**config.mk**
```make
export PLATFORM = sky130hd
export DESIGN_NAME = instr_fetch_unit
export DESIGN_NICKNAME = d
export VERILOG_FILES = /design/src/rtl/instr_fetch_unit.sv
export SDC_FILE = /design/constraint.sdc
export NUM_CORES = 1
export LEC_CHECK = 0
export BUFFER_PORTS_ARGS = -buffer_cell sky130_fd_sc_hd__buf_2
export CAP_MARGIN = 10
export CORE_MARGIN = 10
export CORE_UTILIZATION = 34
export CTS_CLUSTER_SIZE = 14
export DETAILED_ROUTE_END_ITERATION = 6
export MAX_ROUTING_LAYER = met4
export PLACE_DENSITY = 0.58
export SYNTH_ARGS = -nofsm -noshare
export SYNTH_HDL_FRONTEND = slang
export SYNTH_SLANG_ARGS = --single-unit
```
**constraint.sdc**
```tcl
create_clock -name clk -period 7.1 [get_ports clk]
set_clock_uncertainty 0.2 [all_clocks]
set_input_delay 1.065 -clock clk [delete_from_list [all_inputs] [get_ports clk]]
set_output_delay 1.065 -clock clk [all_outputs]
set_load 0.05 [all_outputs]
```
**src/rtl/instr_fetch_unit.sv**
```systemverilog
// rtl/instr_fetch_unit.sv - sequential instruction prefetcher with redirect flush and registered decoder handshake
module instr_fetch_unit #(
    parameter logic [31:0] RESET_PC   = 32'h0000_0000,
    parameter int          FIFO_DEPTH = 4
) (
    input  logic        clk,
    input  logic        rst_n,
    output logic        imem_req,
    output logic [31:0] imem_addr,
    input  logic        imem_gnt,
    input  logic        imem_rvalid,
    input  logic [31:0] imem_rdata,
    input  logic        redirect,
    input  logic [31:0] redirect_pc,
    output logic [31:0] code,
    output logic [31:0] code_pc,
    output logic        code_valid,
    input  logic        code_ready
);

    localparam int PTR_W = (FIFO_DEPTH > 1) ? $clog2(FIFO_DEPTH) : 1;
    localparam int CNT_W = PTR_W + 1;

    typedef enum logic [1:0] {
        S_REQ     = 2'd0,
        S_WAIT    = 2'd1,
        S_DISCARD = 2'd2
    } state_e;

    state_e             state_q, state_d;
    logic [31:0]        fetch_pc_q, fetch_pc_d;
    logic               imem_req_q, imem_req_d;
    logic [CNT_W-1:0]   count_q, count_d;
    logic [PTR_W-1:0]   rd_ptr_q, rd_ptr_d;
    logic [PTR_W-1:0]   wr_ptr_q, wr_ptr_d;
    logic [31:0]        code_q, code_d;
    logic [31:0]        code_pc_q, code_pc_d;
    logic               code_valid_q, code_valid_d;
    logic [63:0]        mem_q [FIFO_DEPTH];

    logic               granted;
    logic               push;
    logic               pop;
    logic [31:0]        req_pc;
    logic [CNT_W-1:0]   remaining;
    logic [63:0]        head_word;

    assign granted = imem_req_q & imem_gnt;
    assign push    = (state_q == S_WAIT) & imem_rvalid & ~redirect;
    assign pop     = code_valid_q & code_ready & ~redirect;
    // fetch_pc was advanced on grant, so the outstanding request is one word behind it
    assign req_pc  = fetch_pc_q - 32'd4;

    always_comb begin
        state_d    = state_q;
        fetch_pc_d = fetch_pc_q;
        case (state_q)
            S_REQ: begin
                if (granted) begin
                    state_d = redirect ? S_DISCARD : S_WAIT;
                end
            end
            S_WAIT: begin
                if (imem_rvalid) begin
                    state_d = S_REQ;
                end else if (redirect) begin
                    state_d = S_DISCARD;
                end
            end
            S_DISCARD: begin
                if (imem_rvalid) begin
                    state_d = S_REQ;
                end
            end
            default: state_d = S_REQ;
        endcase

        if (redirect) begin
            fetch_pc_d = redirect_pc & ~32'h3;
        end else if ((state_q == S_REQ) && granted) begin
            fetch_pc_d = fetch_pc_q + 32'd4;
        end
    end

    always_comb begin
        count_d  = count_q;
        rd_ptr_d = rd_ptr_q;
        wr_ptr_d = wr_ptr_q;
        if (redirect) begin
            count_d  = '0;
            rd_ptr_d = '0;
            wr_ptr_d = '0;
        end else begin
            count_d  = count_q + CNT_W'(push) - CNT_W'(pop);
            rd_ptr_d = rd_ptr_q + PTR_W'(pop);
            wr_ptr_d = wr_ptr_q + PTR_W'(push);
        end
    end

    // The head register is loaded with next cycle's oldest word; a push into an
    // otherwise drained FIFO bypasses storage so it is visible one cycle later.
    always_comb begin
        remaining = count_q - CNT_W'(pop);
        if (remaining == '0) begin
            head_word = {imem_rdata, req_pc};
        end else begin
            head_word = mem_q[rd_ptr_d];
        end
        code_valid_d = (count_d != '0);
        code_d       = code_q;
        code_pc_d    = code_pc_q;
        if (code_valid_d) begin
            code_d    = head_word[63:32];
            code_pc_d = head_word[31:0];
        end
        imem_req_d = (state_d == S_REQ) && (count_d < CNT_W'(FIFO_DEPTH));
    end

    always_ff @(posedge clk or negedge rst_n) begin
        if (!rst_n) begin
            state_q      <= S_REQ;
            fetch_pc_q   <= RESET_PC;
            imem_req_q   <= 1'b0;
            count_q      <= '0;
            rd_ptr_q     <= '0;
            wr_ptr_q     <= '0;
            code_q       <= '0;
            code_pc_q    <= '0;
            code_valid_q <= 1'b0;
        end else begin
            state_q      <= state_d;
            fetch_pc_q   <= fetch_pc_d;
            imem_req_q   <= imem_req_d;
            count_q      <= count_d;
            rd_ptr_q     <= rd_ptr_d;
            wr_ptr_q     <= wr_ptr_d;
            code_q       <= code_d;
            code_pc_q    <= code_pc_d;
            code_valid_q <= code_valid_d;
        end
    end

    always_ff @(posedge clk) begin
        if (push) begin
            mem_q[wr_ptr_q] <= {imem_rdata, req_pc};
        end
    end

    assign imem_req   = imem_req_q;
    assign imem_addr  = fetch_pc_q;
    assign code       = code_q;
    assign code_pc    = code_pc_q;
    assign code_valid = code_valid_q;

endmodule
```
==> impl_metrics.tcl <==
set metrics [dict create \
    cp_num_buf_inv 3 \
    r2r-start "state_q[1]" \
    critPathTopFamily "simple AND/OR/NAND/NOR gates" \
    area_delta_synth_final_pct 17.4 \
    coreArea_sq_um 43100 \
    drive_above_1_share_pct 21.3 \
    die_w_um 229 \
    clock_latency_ns 0.55 \
    grt_pass1_vias 9960 \
    maxCapViolations 0 \
    layout_common_cells "248 x edfxtp_1, 182 x nand2_1, 160 x buf_2" \
    required_ns 7.32 \
    overflow 0 \
    setup_tns_ns 0 \
    netlist_instances 1115 \
    synth_area_leaders "edfxtp_1 50%, dfrtp_1 17%, nand2_1 4.6%" \
    slew_viol_final 0 \
    initial_utilization_pct 34.5 \
    synthDistinctLibCells 57 \
    io_pins 168 \
    fmax_mhz 203 \
    root_buffer "clkbuf_16" \
    grt_first_pass_wirelength_um 60400 \
    synth_edf_count 248 \
    syn_area_sq_um 14800 \
    max-vdd-ir-drop_v 0.000155 \
    rows 76 \
    cts_buffer_depth 3 \
    rsz0062_at_grt "no" \
    io_buffers 161 \
    vias 9809 \
    cpPeakStageDelay_ns 0.86 \
    gp_congestion 0.790 \
    fill_cells 4076 \
    synth.largest_area_cell "edfxtp_1" \
    period_share_pct 69.3 \
    path_class "primary input to flop" \
    crit_arrival_ns 5.14 \
    hp-class "primary input to async pin" \
    htreeDepth 2 \
    setup_viol 0 \
    die_y_um 229 \
    cp_cell_sequence "buf_2 > nor4bb_1 > or2_2 > nand2_1 > ha_1 > fa_1 > xor3_1 > o21a_2 > inv_1 > o21ai_1 > buf_4 > a211oi_1 > a221o_1" \
    crit_slowest_cell "nor4bb_1" \
    cts.repair.resized 0 \
    firstDrtPassIters 5 \
    synth-seq-cells 351 \
    crit_path_start "redirect" \
    worstMarginPinSlew_ns 1.06 \
    p_per_area_nw_per_um2 382 \
    nNetsFinal 1322 \
    synth_seq_area_share_pct 67.5 \
    grt_antenna_before_repair 1 \
    path_clk_slew_ns 0.06 \
    status "completed" \
    critPathMaxFanout 19 \
    fin_crit_ns 4.92 \
    power.leakage_nw 6.64 \
    avgRoutedWirePerCell_um 20.9 \
    layout_commonest_cell "edfxtp_1" \
    via_per_inst 5.27 \
    synth_ff_type "edfxtp_1" \
    drt_iter0_drc 708 \
    tritoncts.num_buffers 39 \
    drc_errors 0 \
    cts.sinks 351 \
    cts.hold.buffers_added 0 \
    syn_avg_cell_area_sq_um 13.3 \
    yosysWarnings 0 \
    postCtsSetupBuffers 0 \
    hpwl_um 23000 \
    grt_max_degree 96 \
    dp.cells 1791 \
    hold_viol_final 0 \
    power.total_mw 6.65 \
    cts_tree "built" \
    rrSetupSlack_ns 2.39 \
    slew_headroom_pct 29.1 \
    synthArstFlopShare_pct 29.3 \
    final_antenna_net_count 0 \
    timing.hold.ws_ns 0.274 \
    groute.usage.overall_pct 15.0 \
    endpoint_kind "flop" \
    cp-start-kind "primary input" \
    synth_top_area_share_pct 50.2 \
    stdcell_count 1863 \
    wl_um 39000 \
    dieArea_sq_um 52400 \
]
-- power by group --
group          switching [mW]  internal, mW  total, mW
registers               0.167          2.45       2.62
clock network           0.802          1.18       1.98
logic                    1.48         0.574       2.05
-- metrics by stage --
step	worst slack, ns	area, sq um	utilization (%)
after floorplan	1.72	14900	-
after global placement	1.70	16200	37.5
after detailed placement	1.64	16200	37.5
after CTS	2.20	17400	40.5
after global routing	1.87	17400	40.5
final	2.18	17400	40.5
-- path summary, 6_finish.rpt --
check / depth (start not counted) / endpoint
max: 13 / code_pc[21]
min: 1 / code[10]
max reg2reg: 12 / code_pc[21]
min reg2reg: 1 / code_pc[7]
max in group asynchronous: 3 / imem_addr[22]
min in group clk: 1 / code_pc[7]
-- layout make-up --
| cell class | count | area (sq um) | share of cell area [%] |
|---|---|---|---|
| Clock buffer | 56 | 1130 | 6.50 |
| Clock inverter | 15 | 126 | 0.725 |
| Sequential cell | 351 | 10000 | 57.5 |
| Inverter | 8 | 31.3 | 0.179 |
| Tap cell | 585 | 732 | 4.20 |
| Multi-Input combinational cell | 668 | 4420 | 25.4 |
| Timing Repair Buffer | 179 | 956 | 5.48 |
| Antenna cell | 1 | 2.50 | 0.0144 |
-- state kept, by name (all words and copies together) (netlist names) --
name        cells
code_valid      1
wr_ptr_q        2
code_pc        30
count_q         3
code           32
mem_q         248
imem_req        1
state_q         2
rd_ptr_q        2
imem_addr      30
-- cells by family after synthesis --
logic type	Yosys count	synth area share [%]
compound gates	225	11.6
xor+xnor	61	3.70
fa+ha+maj	5	0.472
buf+inv	99	3.12
flops	351	67.5
mux	19	1.32
other cells	1	0.0253
simple gates	354	12.3
-- synthesized netlist by cell type (3+ instances only) --
cell type,n
nor3_1,11
buf_1,3
clkbuf_1,64
inv_1,7
xnor2_1,26
buf_6,7
ha_1,4
a211oi_1,16
and3_1,49
a32o_1,3
nand4_1,14
a221o_1,59
or2_2,3
buf_2,11
o21ai_1,4
o21ai_0,30
nand3_1,8
nor4b_1,3
nor4_2,6
a22oi_1,3
xor2_1,34
nor3b_1,4
a221oi_1,16
mux2i_1,17
nor2b_1,20
nand2_1,182
edfxtp_1,248
nor3_2,6
dfrtp_1,103
and4_1,4
or3_1,3
buf_4,4
nor4_1,6
a32oi_1,43
nand3b_1,3
nor2_1,18
a21oi_1,48
-- metal layers --
layer / share of wire, % / GRT usage, % / vias to the layer above
met5: 0 / - / -
met2: 47 / 23.4 / 288
met3: 5.8 / 2.79 / 52
li1: - / - / 4506
met1: 45 / 19.6 / 4963
met4: 2.1 / 4.55 / 0
Power figures use the tool's default switching activity.
